### src/rtl/mem_wb_writeback_if.sv
// MEM/WB stage bus: MEM-side inputs and pipeline control, register file write
// port, and the WB->EX forwarding request/response signals.
interface mem_wb_writeback_if;
  logic        Stall;
  logic        Flush;
  logic        Mem_Valid;
  logic        Mem_Reg_Write;
  logic        Mem_Mem_To_Reg;
  logic        Mem_Link;
  logic [4:0]  Mem_Write_Reg;
  logic [31:0] Mem_ALU_Result;
  logic [31:0] Mem_Read_Data;
  logic [31:0] Mem_PC_Plus4;
  logic        Reg_Write;
  logic [4:0]  Write_Reg;
  logic [31:0] Write_Dat;
  logic [4:0]  Fwd_Reg1;
  logic [4:0]  Fwd_Reg2;
  logic        Fwd_Hit1;
  logic        Fwd_Hit2;
  logic [31:0] Fwd_Dat1;
  logic [31:0] Fwd_Dat2;

  modport master (
    output Stall, Flush, Mem_Valid, Mem_Reg_Write, Mem_Mem_To_Reg, Mem_Link,
           Mem_Write_Reg, Mem_ALU_Result, Mem_Read_Data, Mem_PC_Plus4,
           Fwd_Reg1, Fwd_Reg2,
    input  Reg_Write, Write_Reg, Write_Dat, Fwd_Hit1, Fwd_Hit2, Fwd_Dat1, Fwd_Dat2
  );

  modport slave (
    input  Stall, Flush, Mem_Valid, Mem_Reg_Write, Mem_Mem_To_Reg, Mem_Link,
           Mem_Write_Reg, Mem_ALU_Result, Mem_Read_Data, Mem_PC_Plus4,
           Fwd_Reg1, Fwd_Reg2,
    output Reg_Write, Write_Reg, Write_Dat, Fwd_Hit1, Fwd_Hit2, Fwd_Dat1, Fwd_Dat2
  );
endinterface

### src/rtl/mem_wb_writeback.sv
// MEM/WB pipeline register, writeback driver and retired-write counter.
// Define WB_FWD_EN to build the WB->EX forwarding comparators.
module mem_wb_writeback #(
  parameter int RETIRE_W = 32
) (
  input  logic                Clk,
  input  logic                Rst,
  mem_wb_writeback_if.slave   Bus,
  output logic [RETIRE_W-1:0] Retire_Count
);

  logic        wb_valid;
  logic        wb_reg_write;
  logic        wb_mem_to_reg;
  logic        wb_link;
  logic [4:0]  wb_dest;
  logic [31:0] wb_alu;
  logic [31:0] wb_rdata;
  logic [31:0] wb_pc4;
  logic        wb_committed;

  logic [4:0]  eff_dest;
  logic [31:0] eff_dat;
  logic        wr_en;
  logic        dest_live;

  always_ff @(posedge Clk) begin
    if (Rst) begin
      wb_valid      <= 1'b0;
      wb_reg_write  <= 1'b0;
      wb_mem_to_reg <= 1'b0;
      wb_link       <= 1'b0;
      wb_dest       <= 5'd0;
      wb_alu        <= 32'd0;
      wb_rdata      <= 32'd0;
      wb_pc4        <= 32'd0;
      wb_committed  <= 1'b0;
      Retire_Count  <= '0;
    end else begin
      if (wr_en)
        Retire_Count <= Retire_Count + RETIRE_W'(1);
      if (Bus.Flush) begin
        wb_valid     <= 1'b0;
        wb_committed <= 1'b0;
      end else if (!Bus.Stall) begin
        wb_valid      <= Bus.Mem_Valid;
        wb_reg_write  <= Bus.Mem_Reg_Write;
        wb_mem_to_reg <= Bus.Mem_Mem_To_Reg;
        wb_link       <= Bus.Mem_Link;
        wb_dest       <= Bus.Mem_Write_Reg;
        wb_alu        <= Bus.Mem_ALU_Result;
        wb_rdata      <= Bus.Mem_Read_Data;
        wb_pc4        <= Bus.Mem_PC_Plus4;
        wb_committed  <= 1'b0;
      end else if (wr_en) begin
        // held instruction has now written once; block repeats while stalled
        wb_committed <= 1'b1;
      end
    end
  end

  always_comb begin
    eff_dest  = wb_link ? 5'd31 : wb_dest;
    eff_dat   = wb_link ? (wb_pc4 + 32'd4) : (wb_mem_to_reg ? wb_rdata : wb_alu);
    dest_live = wb_valid & wb_reg_write & (eff_dest != 5'd0);
    wr_en     = dest_live & ~wb_committed;
  end

  assign Bus.Reg_Write = wr_en;
  assign Bus.Write_Reg = wb_valid ? eff_dest : 5'd0;
  assign Bus.Write_Dat = wb_valid ? eff_dat : 32'd0;

`ifdef WB_FWD_EN
  // committed does not gate forwarding: the value stays current while stalled
  logic hit1;
  logic hit2;
  assign hit1         = dest_live & (eff_dest == Bus.Fwd_Reg1);
  assign hit2         = dest_live & (eff_dest == Bus.Fwd_Reg2);
  assign Bus.Fwd_Hit1 = hit1;
  assign Bus.Fwd_Hit2 = hit2;
  assign Bus.Fwd_Dat1 = hit1 ? eff_dat : 32'd0;
  assign Bus.Fwd_Dat2 = hit2 ? eff_dat : 32'd0;
`else
  assign Bus.Fwd_Hit1 = 1'b0;
  assign Bus.Fwd_Hit2 = 1'b0;
  assign Bus.Fwd_Dat1 = 32'd0;
  assign Bus.Fwd_Dat2 = 32'd0;
`endif

endmodule

### src/flat_wrapper.sv
// flat-port wrapper written by rule: the top's interface ports become plain ports
module mem_wb_writeback_flat 
#(
  parameter int RETIRE_W = 32
)
  (Clk, Rst, Retire_Count, Bus_Stall, Bus_Flush, Bus_Mem_Valid, Bus_Mem_Reg_Write, Bus_Mem_Mem_To_Reg, Bus_Mem_Link, Bus_Mem_Write_Reg, Bus_Mem_ALU_Result, Bus_Mem_Read_Data, Bus_Mem_PC_Plus4, Bus_Fwd_Reg1, Bus_Fwd_Reg2, Bus_Reg_Write, Bus_Write_Reg, Bus_Write_Dat, Bus_Fwd_Hit1, Bus_Fwd_Hit2, Bus_Fwd_Dat1, Bus_Fwd_Dat2);
  mem_wb_writeback_if Bus_i ();
  input  logic Clk;
  input  logic Rst;
  output logic [RETIRE_W-1:0] Retire_Count;
  input wire logic [$bits(Bus_i.Stall)-1:0] Bus_Stall;
  input wire logic [$bits(Bus_i.Flush)-1:0] Bus_Flush;
  input wire logic [$bits(Bus_i.Mem_Valid)-1:0] Bus_Mem_Valid;
  input wire logic [$bits(Bus_i.Mem_Reg_Write)-1:0] Bus_Mem_Reg_Write;
  input wire logic [$bits(Bus_i.Mem_Mem_To_Reg)-1:0] Bus_Mem_Mem_To_Reg;
  input wire logic [$bits(Bus_i.Mem_Link)-1:0] Bus_Mem_Link;
  input wire logic [$bits(Bus_i.Mem_Write_Reg)-1:0] Bus_Mem_Write_Reg;
  input wire logic [$bits(Bus_i.Mem_ALU_Result)-1:0] Bus_Mem_ALU_Result;
  input wire logic [$bits(Bus_i.Mem_Read_Data)-1:0] Bus_Mem_Read_Data;
  input wire logic [$bits(Bus_i.Mem_PC_Plus4)-1:0] Bus_Mem_PC_Plus4;
  input wire logic [$bits(Bus_i.Fwd_Reg1)-1:0] Bus_Fwd_Reg1;
  input wire logic [$bits(Bus_i.Fwd_Reg2)-1:0] Bus_Fwd_Reg2;
  output wire logic [$bits(Bus_i.Reg_Write)-1:0] Bus_Reg_Write;
  output wire logic [$bits(Bus_i.Write_Reg)-1:0] Bus_Write_Reg;
  output wire logic [$bits(Bus_i.Write_Dat)-1:0] Bus_Write_Dat;
  output wire logic [$bits(Bus_i.Fwd_Hit1)-1:0] Bus_Fwd_Hit1;
  output wire logic [$bits(Bus_i.Fwd_Hit2)-1:0] Bus_Fwd_Hit2;
  output wire logic [$bits(Bus_i.Fwd_Dat1)-1:0] Bus_Fwd_Dat1;
  output wire logic [$bits(Bus_i.Fwd_Dat2)-1:0] Bus_Fwd_Dat2;
  assign Bus_i.Stall = Bus_Stall;
  assign Bus_i.Flush = Bus_Flush;
  assign Bus_i.Mem_Valid = Bus_Mem_Valid;
  assign Bus_i.Mem_Reg_Write = Bus_Mem_Reg_Write;
  assign Bus_i.Mem_Mem_To_Reg = Bus_Mem_Mem_To_Reg;
  assign Bus_i.Mem_Link = Bus_Mem_Link;
  assign Bus_i.Mem_Write_Reg = Bus_Mem_Write_Reg;
  assign Bus_i.Mem_ALU_Result = Bus_Mem_ALU_Result;
  assign Bus_i.Mem_Read_Data = Bus_Mem_Read_Data;
  assign Bus_i.Mem_PC_Plus4 = Bus_Mem_PC_Plus4;
  assign Bus_i.Fwd_Reg1 = Bus_Fwd_Reg1;
  assign Bus_i.Fwd_Reg2 = Bus_Fwd_Reg2;
  assign Bus_Reg_Write = Bus_i.Reg_Write;
  assign Bus_Write_Reg = Bus_i.Write_Reg;
  assign Bus_Write_Dat = Bus_i.Write_Dat;
  assign Bus_Fwd_Hit1 = Bus_i.Fwd_Hit1;
  assign Bus_Fwd_Hit2 = Bus_i.Fwd_Hit2;
  assign Bus_Fwd_Dat1 = Bus_i.Fwd_Dat1;
  assign Bus_Fwd_Dat2 = Bus_i.Fwd_Dat2;
  mem_wb_writeback #(.RETIRE_W(RETIRE_W)) u_core (.Clk(Clk), .Rst(Rst), .Bus(Bus_i), .Retire_Count(Retire_Count));
endmodule
### config.mk
export PLATFORM = sky130hd
export DESIGN_NAME = mem_wb_writeback_flat
export DESIGN_NICKNAME = d
export VERILOG_FILES = /design/src/rtl/mem_wb_writeback_if.sv /design/src/rtl/mem_wb_writeback.sv /design/src/flat_wrapper.sv
export SDC_FILE = /design/constraint.sdc
export NUM_CORES = 1
export LEC_CHECK = 0
export BUFFER_PORTS_ARGS = -buffer_cell sky130_fd_sc_hd__buf_2
export CAP_MARGIN = 20
export CORE_MARGIN = 5
export CORE_UTILIZATION = 45
export DETAILED_ROUTE_END_ITERATION = 8
export PLACE_DENSITY = 0.89
export SKIP_CTS_REPAIR_TIMING = 1
export SYNTH_ARGS = -nofsm -noshare
export SYNTH_HDL_FRONTEND = slang
export SYNTH_SLANG_ARGS = --single-unit
### constraint.sdc
create_clock -name Clk -period 2.15 [get_ports Clk]
set_clock_uncertainty 0.1 [all_clocks]
set_input_delay 0.43 -clock Clk [delete_from_list [all_inputs] [get_ports Clk]]
set_output_delay 0.43 -clock Clk [all_outputs]
set_load 0.03 [all_outputs]
==> run summary <==
I/O Pins: 255
Failing checks: setup timing
Gr ovfl total: 0
Setup CP Type: reg -> out
Row count: 45
Post-Synth XOR/XNOR Area: 6.18%
Number of I/O port buffers: 178
Worst R2R Start: u_core.wb_committed$_SDFFE_PP0P_
Synthesized area per cell: 7.71 um^2
Layout cell share with drive strength beyond 1: 35.5%
Crit-path max FO: 7
Place WS: -138 ps
Drt drc: 0
Fin cells: 1307
Worst path arrival time: 2180 ps
Die width: 134 um
Post-Syn Area: 0.00695 mm^2
Hold Path Class: in -> reg
Via count: 6860
Post-Syn Instances: 901
FF-to-FF path depth: 5
Flops & latches, synth: 138
Max Root-Sink Buffers: 2
Main combinational cell family by area after synthesis: simple AND/OR/NAND/NOR gates
Hold depth: 3
Worst VDD drop: 0.555 mV
GR Util met3: 3.79%
Multi-input gate area: 0.00408 mm^2
Asr flop ratio synth: 0%
WL per Instance: 15.9 um
DPL Wire Length: 12900 um
PD cells: 688 mW/mm^2
Initial cell density of the core: 45.9%
Main synth FF type: dfxtp_1
Hold Fails Final Rpt: 0
Worst setup EP type: primary output
Initial DRC count: 342
FMAX: 370 MHz
RSZ-0062 raised after global routing: true
GR peak layer: met2
Die height: 134 um
Final period util: 126%
Commonest cells in the netlist: nand2_1, a21oi_1, dfxtp_1
Synth top area share: 39.8%
Met2 Use GR: 33.7%
Cts bufs inserted: 17
First-pass DRT Iterations: 5
Post-Synth Simple-Gate Area: 24.2%
Final Setup Violations: 30
Complex-gate fraction of the synthesized area: 13.6%
Via-to-Cell Ratio: 5.25
Yosys warnings: 0
Reg clk slew, reported paths: 60 ps
Tmin final: 2710 ps
Fillers: 1202
Pin count of the biggest net entering global routing: 105
Vias in the first global route: 6303
Top post-synthesis cells by area: dfxtp_1, nand2_1, a21oi_1, buf_4, xor2_1
CP required: 1620 ps
# placed instances: 1261
HP Start: Bus_Mem_PC_Plus4[12]
Met1 usage: 24.7%
CORE AREA: 0.0151 mm^2
# H-tree levels: 4
Initial antenna violation count: 3
Clock Latency Late Sink: 420 ps
Root Driver: clkbuf_16
Synth cell types: 38
Startpoint Class: register
Worst setup margin: -556 ps
Antenna viol nets, final: 0
Max-cap violation count: 0
CTS sink cnt: 138
Reg-to-reg slack, setup: 110 ps
Most numerous cell in the Yosys netlist: nand2_1
Detailed Route WL: 20800 um
Dominant cell type by area after synthesis: dfxtp_1
Hold endpoint: u_core.wb_pc4[12]$_SDFFE_PP0P_
FF-to-FF End: u_core.Retire_Count[29]$_SDFFE_PP0P_
Status: complete, but fails checks
Final Core Density: 62.9%
CTS tree: yes
Die area: 0.0180 mm^2
Sequential element share of the synthesized area: 39.8%
Multiplexer share of the synthesized area: 5.33%
Placer Congestion: 0.854
Sequential Area: 0.00281 mm^2
Fin nets: 1225
First-pass GRT wire length: 29600 um
Slew Limit Fails: 0
Layout area overhead: 37.0%
Post-Route Setup TNS: -9830 ps
Number of enable flip-flop cells after synthesis: 0
Total GRT Usage: 20.1%
Post-Synth Adder-Cell Area: 0.360%
Static leakage: 0.00402 uW
==> logic make-up after synthesis <==
kind of cell / after synthesis
muxes: 34
buffers and inverters: 125
adders and majority gates: 2
other: 1
AOI/OAI and AO/OA: 183
DFF: 138
xor gates and xnor gates: 49
and+or+nand+nor: 369
==> final cells by class <==
cell class / count / share of cell area, %
Antenna cell: 2 / 0.0526
Clock buffer: 20 / 4.69
Clock inverter: 12 / 1.81
Multi-Input combinational cell: 703 / 42.8
Sequential cell: 138 / 29.5
Tap cell: 188 / 2.47
Timing Repair Buffer: 244 / 18.6
==> worst max path at each step <==
| stage | from | endpoint | slack (ps) | cells past startpoint |
|---|---|---|---|---|
| finish | u_core.wb_pc4[9]$_SDFFE_PP0P_ | Bus_Write_Dat[30] | -560 | 8 |
| global route | u_core.wb_pc4[16]$_SDFFE_PP0P_ | Bus_Write_Dat[31] | -690 | 7 |
| CTS | u_core.wb_pc4[13]$_SDFFE_PP0P_ | Bus_Write_Dat[30] | -600 | 8 |
| detailed placement | u_core.wb_pc4[13]$_SDFFE_PP0P_ | Bus_Write_Dat[30] | -140 | 8 |
| global placement | u_core.wb_pc4[16]$_SDFFE_PP0P_ | Bus_Write_Dat[30] | -130 | 8 |
| floorplan | u_core.wb_pc4[9]$_SDFFE_PP0P_ | Bus_Write_Dat[31] | -30 | 5 |
==> per-stage QoR <==
step / power [uW] / hold slack (ps) / area, um^2
after floorplan: 3300 / 333 / 7330
after global placement: 3430 / 339 / 8230
after detailed placement: 3450 / 346 / 8230
after CTS: 6520 / 126 / 8850
after global routing: 6780 / 131 / 9520
final: 6550 / 139 / 9520
==> power by group <==
part           switching, uW  total [uW]  internal [uW]
Clock                   1120        3080           1960
Combinational            490         763            273
Sequential              61.8        2710           2650
==> critical path: stages, from the launching register on <==
cell	delay (ps)
dfxtp_2	340
nand4_1	210
buf_4	220
nor4_4	230
buf_6	170
nand3_1	80
xor2_1	160
a21oi_2	190
buf_6	160
==> placed cells by master (no fill, tap or decap), types with 7 or more instances in the layout <==
cell	synthesis	routed
buf_2	3	145
dfxtp_2	0	23
nand3_1	21	15
xnor2_1	14	8
nand4_1	20	20
buf_12	0	7
a21oi_1	141	118
nor2_1	33	30
dfxtp_1	138	110
clkbuf_16	0	20
o21ai_0	33	28
buf_4	66	49
conb_1	1	66
xor2_1	35	31
nand2_1	231	228
mux2_2	24	22
mux2i_1	10	8
and2_1	10	9
and3_1	11	9
buf_6	1	39
a21oi_2	0	23
==> layer usage <==
layer  vias to the layer above  wire (um)
li1                       3307          -
met2                       306      10400
met4                         2        774
met3                        62       1620
met5                         -          7
met1                      3183       8080
No activity file was read; power rests on OpenSTA's default activity.
